[src/rtl/fma_issue_ctrl.sv]
// fma_issue_ctrl: FMA issue stage with tagged input queue, sign-op operand prep,
// in-flight valid/tag pipe and a credit-protected response FIFO.
module fma_issue_ctrl #(
    parameter int DEPTH   = 4,
    parameter int TAG_W   = 4,
    parameter int FMA_LAT = 2
) (
    input  logic             clk,
    input  logic             rst_n,
    input  logic             i_req_valid,
    output logic             o_req_ready,
    input  logic [1:0]       i_req_op,
    input  logic [31:0]      i_req_a,
    input  logic [31:0]      i_req_b,
    input  logic [31:0]      i_req_c,
    input  logic [TAG_W-1:0] i_req_tag,
    output logic [31:0]      o_fma_a,
    output logic [31:0]      o_fma_b,
    output logic [31:0]      o_fma_c,
    input  logic [31:0]      i_fma_z,
    output logic             o_rsp_valid,
    input  logic             i_rsp_ready,
    output logic [31:0]      o_rsp_data,
    output logic [TAG_W-1:0] o_rsp_tag,
    output logic             o_busy
);
    localparam int RSP_DEPTH = FMA_LAT + 2;
    localparam int QAW = $clog2(DEPTH);
    localparam int QCW = $clog2(DEPTH + 1);
    localparam int RAW = $clog2(RSP_DEPTH);
    localparam int RCW = $clog2(RSP_DEPTH + 1);

    logic [1:0]       r_q_op  [DEPTH];
    logic [31:0]      r_q_a   [DEPTH];
    logic [31:0]      r_q_b   [DEPTH];
    logic [31:0]      r_q_c   [DEPTH];
    logic [TAG_W-1:0] r_q_tag [DEPTH];
    logic [QAW-1:0]   r_q_wr, r_q_rd;
    logic [QCW-1:0]   r_q_cnt;
    logic [RCW-1:0]   r_cred;
    logic [31:0]      r_fma_a, r_fma_b, r_fma_c;
    logic [FMA_LAT:0] r_pv;
    logic [FMA_LAT:0][TAG_W-1:0] r_pt;
    logic [31:0]      r_r_data [RSP_DEPTH];
    logic [TAG_W-1:0] r_r_tag  [RSP_DEPTH];
    logic [RAW-1:0]   r_r_wr, r_r_rd;
    logic [RCW-1:0]   r_r_cnt;

    logic             w_push, w_pop, w_issue, w_rsp_push;
    logic [TAG_W-1:0] w_tag;
    logic [RAW-1:0]   w_r_wr_nxt, w_r_rd_nxt;

    assign o_req_ready = r_q_cnt != QCW'(DEPTH);
    assign o_rsp_valid = r_r_cnt != '0;
    assign w_push      = i_req_valid && o_req_ready;
    assign w_pop       = o_rsp_valid && i_rsp_ready;
    // A credit freed by this cycle's response pop may be spent by this cycle's issue,
    // which keeps full throughput once the credit loop is saturated.
    assign w_issue     = (r_q_cnt != '0) && (r_cred != '0 || w_pop);
    assign w_rsp_push  = r_pv[FMA_LAT];
    assign w_tag       = r_q_tag[r_q_rd];
    assign w_r_wr_nxt  = (r_r_wr == RAW'(RSP_DEPTH - 1)) ? '0 : r_r_wr + 1'b1;
    assign w_r_rd_nxt  = (r_r_rd == RAW'(RSP_DEPTH - 1)) ? '0 : r_r_rd + 1'b1;
    assign o_rsp_data  = r_r_data[r_r_rd];
    assign o_rsp_tag   = r_r_tag[r_r_rd];
    assign o_busy      = (r_q_cnt != '0) || (|r_pv) || o_rsp_valid;
    assign o_fma_a     = r_fma_a;
    assign o_fma_b     = r_fma_b;
    assign o_fma_c     = r_fma_c;

    always_ff @(posedge clk) begin
        if (w_push) begin
            r_q_op[r_q_wr]  <= i_req_op;
            r_q_a[r_q_wr]   <= i_req_a;
            r_q_b[r_q_wr]   <= i_req_b;
            r_q_c[r_q_wr]   <= i_req_c;
            r_q_tag[r_q_wr] <= i_req_tag;
        end
    end

    always_ff @(posedge clk or negedge rst_n) begin
        if (!rst_n) begin
            r_q_wr  <= '0;
            r_q_rd  <= '0;
            r_q_cnt <= '0;
            r_cred  <= RCW'(RSP_DEPTH);
            r_fma_a <= '0;
            r_fma_b <= '0;
            r_fma_c <= '0;
            r_pv    <= '0;
            r_pt    <= '0;
        end else begin
            if (w_push) r_q_wr <= r_q_wr + 1'b1;
            if (w_issue) begin
                r_q_rd  <= r_q_rd + 1'b1;
                r_fma_a <= r_q_a[r_q_rd] ^ {r_q_op[r_q_rd][1], 31'b0};
                r_fma_b <= r_q_b[r_q_rd];
                r_fma_c <= r_q_c[r_q_rd] ^ {r_q_op[r_q_rd][0], 31'b0};
            end
            r_q_cnt <= r_q_cnt + QCW'(w_push) - QCW'(w_issue);
            r_cred  <= r_cred - RCW'(w_issue) + RCW'(w_pop);
            r_pv    <= {r_pv[FMA_LAT-1:0], w_issue};
            r_pt    <= {r_pt[FMA_LAT-1:0], w_tag};
        end
    end

    always_ff @(posedge clk or negedge rst_n) begin
        if (!rst_n) begin
            r_r_wr  <= '0;
            r_r_rd  <= '0;
            r_r_cnt <= '0;
            for (int i = 0; i < RSP_DEPTH; i++) begin
                r_r_data[i] <= '0;
                r_r_tag[i]  <= '0;
            end
        end else begin
            if (w_rsp_push) begin
                r_r_data[r_r_wr] <= i_fma_z;
                r_r_tag[r_r_wr]  <= r_pt[FMA_LAT];
                r_r_wr           <= w_r_wr_nxt;
            end
            if (w_pop) r_r_rd <= w_r_rd_nxt;
            r_r_cnt <= r_r_cnt + RCW'(w_rsp_push) - RCW'(w_pop);
        end
    end
endmodule

[config.mk]
export PLATFORM = sky130hd
export DESIGN_NAME = fma_issue_ctrl
export DESIGN_NICKNAME = d
export VERILOG_FILES = /design/src/rtl/fma_issue_ctrl.sv
export SDC_FILE = /design/constraint.sdc
export NUM_CORES = 1
export LEC_CHECK = 0
export ABC_CLOCK_PERIOD_IN_PS = 4250
export CORE_ASPECT_RATIO = 1.2
export CORE_MARGIN = 3
export CORE_UTILIZATION = 55
export CTS_CLUSTER_SIZE = 14
export DETAILED_ROUTE_END_ITERATION = 16
export PLACE_DENSITY = 0.78
export SLEW_MARGIN = 20
export SYNTH_ARGS = -nofsm -noshare
export SYNTH_HDL_FRONTEND = slang
export SYNTH_SLANG_ARGS = --single-unit
[constraint.sdc]
create_clock -name clk -period 4.25 [get_ports clk]
set_clock_uncertainty 0.15 [all_clocks]
set_input_delay 1.275 -clock clk [delete_from_list [all_inputs] [get_ports clk]]
set_output_delay 1.275 -clock clk [all_outputs]
set_load 0.05 [all_outputs]
==> qor.yml <==
clocking:
  cts_tree: "done"
  cts_made_buffers: 66
  cts_setup_buffers: 0
  htreeDepth: 3
  cts_hold_buf: 0
  cts_resized: 0
  insertion_delay_ns: 0.59
  root_buffer: "clkbuf_16"
  clock_sinks: 680
  cts_buffer_depth: 3
  clkTransAtPathRegs_ns: 0.06
power_and_ir_drop:
  peakVddDrop_v: 0.000640
  p_per_area_mw_per_mm2: 863
  p_leak_nw: 11.5
route:
  drc: 0
  met3_length_um: 4050
  antenna_left: 0
  first_iter_violations: 745
  wl_per_cell_um: 23.2
  vias_per_cell: 5.64
  met2WireLength_um: 25700
  first_pass_iters: 5
  drt_wl_total_um: 50500
  top_layer: "met5"
  met1_length_um: 19600
  vias: 12300
layout:
  syn_to_final_growth_pct: 22.2
  final_cell_count_no_fill: 2179
  fin_nets: 1660
  fillers: 2853
  layout-drive-gt1-share_pct: 34.1
  fin_util_pct: 68.3
global_route:
  first_global_vias: 13700
  grt.overflow.total: 0
  grt_first_pass_wirelength_um: 79800
  antenna_found_initial: 7
  track_usage_pct: 21.2
  grt_max_degree: 76
critical_path:
  endpoint_kind: "primary output"
  worstPathMaxFanout: 21
  reg2regPathDepth: 8
  crit_required_ns: 2.82
  startpoint: "r_r_rd[0]$_DFFE_PN0N_"
  timing.rr.end: "r_q_cnt[2]$_DFF_PN0_"
  reg2reg_slack_ns: 1.70
  critical_path_class: "reg2out"
  startpoint_type: "flop"
  worstPathArrival_ns: 2.65
  r2r-start: "r_r_cnt[1]$_DFF_PN0_"
synthesis:
  syn-num-nets: 1344
  synth-edff-count: 408
  yosysSeqAreaShare_pct: 73.9
  syn_inst: 1188
  ys_ff_latch: 680
  ys_types: 28
  synth-async-reset-ratio_pct: 40.0
  synth_warnings: 0
  synth-main-ff-cell: "edfxtp_1"
  synth_area_mm2: 0.0258
  syn_area_per_cell_um2: 21.7
status:
  status: "complete, no violations"
placed_design:
  dp_slack_ns: 0.615
  portBuffers: 272
  hpwl_um: 30800
  dp.cells: 2052
  place_congestion: 0.758
timing:
  worstMarginPinSlew_ns: 0.795
  max_freq_ghz: 0.245
  fin_crit_sh_pct: 95.9
  setup_viol: 0
  rsz0062_at_grt: "no"
  fin_ws_ns: 0.174
  min_period_ns: 4.08
  relSlewSlack_pct: 47.0
  finalHoldViolCount: 0
  drv_slew: 0
floorplanning:
  num_rows: 86
  die_w_um: 204
  core_area_mm2: 0.0462
  die-area_mm2: 0.0495
  start_util_pct: 55.9
  die_h_um: 243
  io_pins: 273
min_path:
  holdCritStartpoint: "r_pt[0]$_DFF_PN0_"
  hold-path-cell-count: 0
  hold_path_class: "reg2reg"
  hold_end: "r_pt[4]$_DFF_PN0_"
job:
  maxCapViolations: 0
## worst max-delay path, stage by stage, from the launching register on
cell             delay (ns)
dfrtp_2                0.76
mux4_2                 0.59
clkdlybuf4s50_1        0.72
## report_power, final
group	total (W)	internal (W)	switching, W
clock	0.00558	0.00323	0.00235
combinational	0.0112	0.00503	0.00614
sequential	0.0104	0.00930	0.00115
total	0.0272	0.0176	0.00964
## worst max path at each step
stage / endpoint / slack, ns / cells after the start
2_1_floorplan: r_q_a[1][0]$_DFFE_PP_ / -0.06 / 1
3_3_place_gp: o_rsp_data[31] / 0.73 / 2
3_5_place_dp: r_q_cnt[2]$_DFF_PN0_ / 0.62 / 9
4_1_cts: o_rsp_data[31] / 0.09 / 2
5_1_grt: o_rsp_data[31] / 0.03 / 2
6_report: o_rsp_data[31] / 0.17 / 2
## synth_stat cells (4+ instances only)
master	number	area share (%)
and3_1	4	0.097
buf_1	4	0.058
buf_2	34	0.66
clkbuf_1	12	0.17
dfrtp_1	271	26
edfxtp_1	408	47
ha_1	15	0.73
inv_1	17	0.25
mux2_2	224	9.8
mux2_4	18	1.0
mux4_2	136	12
nand2_1	6	0.087
nor3_1	4	0.078
xnor2_1	8	0.27
xor2_1	9	0.31
## cell families after synthesis
kind of cell / after synthesis / synth area share, %
DFF: 680 / 73.9
xor gates and xnor gates: 17 / 0.577
buffers and inverters: 70 / 1.27
and+or+nand+nor: 19 / 0.388
AOI/OAI and AO/OA: 6 / 0.213
adders and majority gates: 18 / 0.960
muxes: 378 / 22.7
## state kept, by name, indices dropped and copies added, names as in the netlist
name      count
o_fma_b      32
r_r_data    128
r_pv          3
r_q_tag      16
r_r_cnt       3
r_r_rd        2
r_q_b       128
r_q_rd        2
r_q_a       128
r_q_c       128
r_q_cnt       3
r_r_wr        2
o_fma_a      32
r_q_wr        2
r_cred        3
o_fma_c      32
r_q_op        8
r_r_tag      16
r_pt         12
## cell usage in the layout (no fill, tap or decap), drive strengths merged, types with 2 or more instances in the layout
| cell | netlist | layout |
|---|---|---|
| clkbuf | 12 | 92 |
| fa | 3 | 3 |
| dfrtp | 271 | 271 |
| xnor2 | 8 | 8 |
| bufinv | 0 | 3 |
| mux4 | 136 | 136 |
| nand2 | 6 | 6 |
| ha | 15 | 15 |
| nor3 | 4 | 4 |
| buf | 41 | 51 |
| and3 | 4 | 4 |
| o21ai | 2 | 2 |
| diode | 0 | 5 |
| inv | 17 | 21 |
| xor2 | 9 | 9 |
| mux2 | 242 | 242 |
| edfxtp | 408 | 408 |
| clkdlybuf4s50 | 0 | 250 |
| clkinv | 0 | 22 |
## cell type report
| class | count | area (µm²) | area share [%] |
|---|---|---|---|
| clock buffer | 92 | 1840 | 5.84 |
| tap | 616 | 771 | 2.45 |
| timing repair buffer | 301 | 3070 | 9.74 |
| clock inverter | 30 | 250 | 0.794 |
| inverter | 17 | 63.8 | 0.203 |
| antenna | 5 | 12.5 | 0.0397 |
| sequential | 680 | 19100 | 60.5 |
| multi-input combinational | 438 | 6430 | 20.4 |
## per-stage QoR
step                hold slack (ns)  cell area [µm²]  TNS (ns)  total power [W]
floorplan                     0.181            25800    -22.71           0.0184
detailed placement            0.185            29400         0           0.0219
CTS                           0.188            31500         0           0.0276
global placement              0.183            29400         0           0.0215
finish                        0.196            31500         0           0.0272
global route                  0.202            31500         0           0.0285
## layer usage
layer	vias up	GRT usage (%)
met1	6496	26.9
met5	-	0
met2	363	34.9
met4	8	7.05
met3	71	6.87
li1	5359	-
Power figures use the tool's default switching activity.
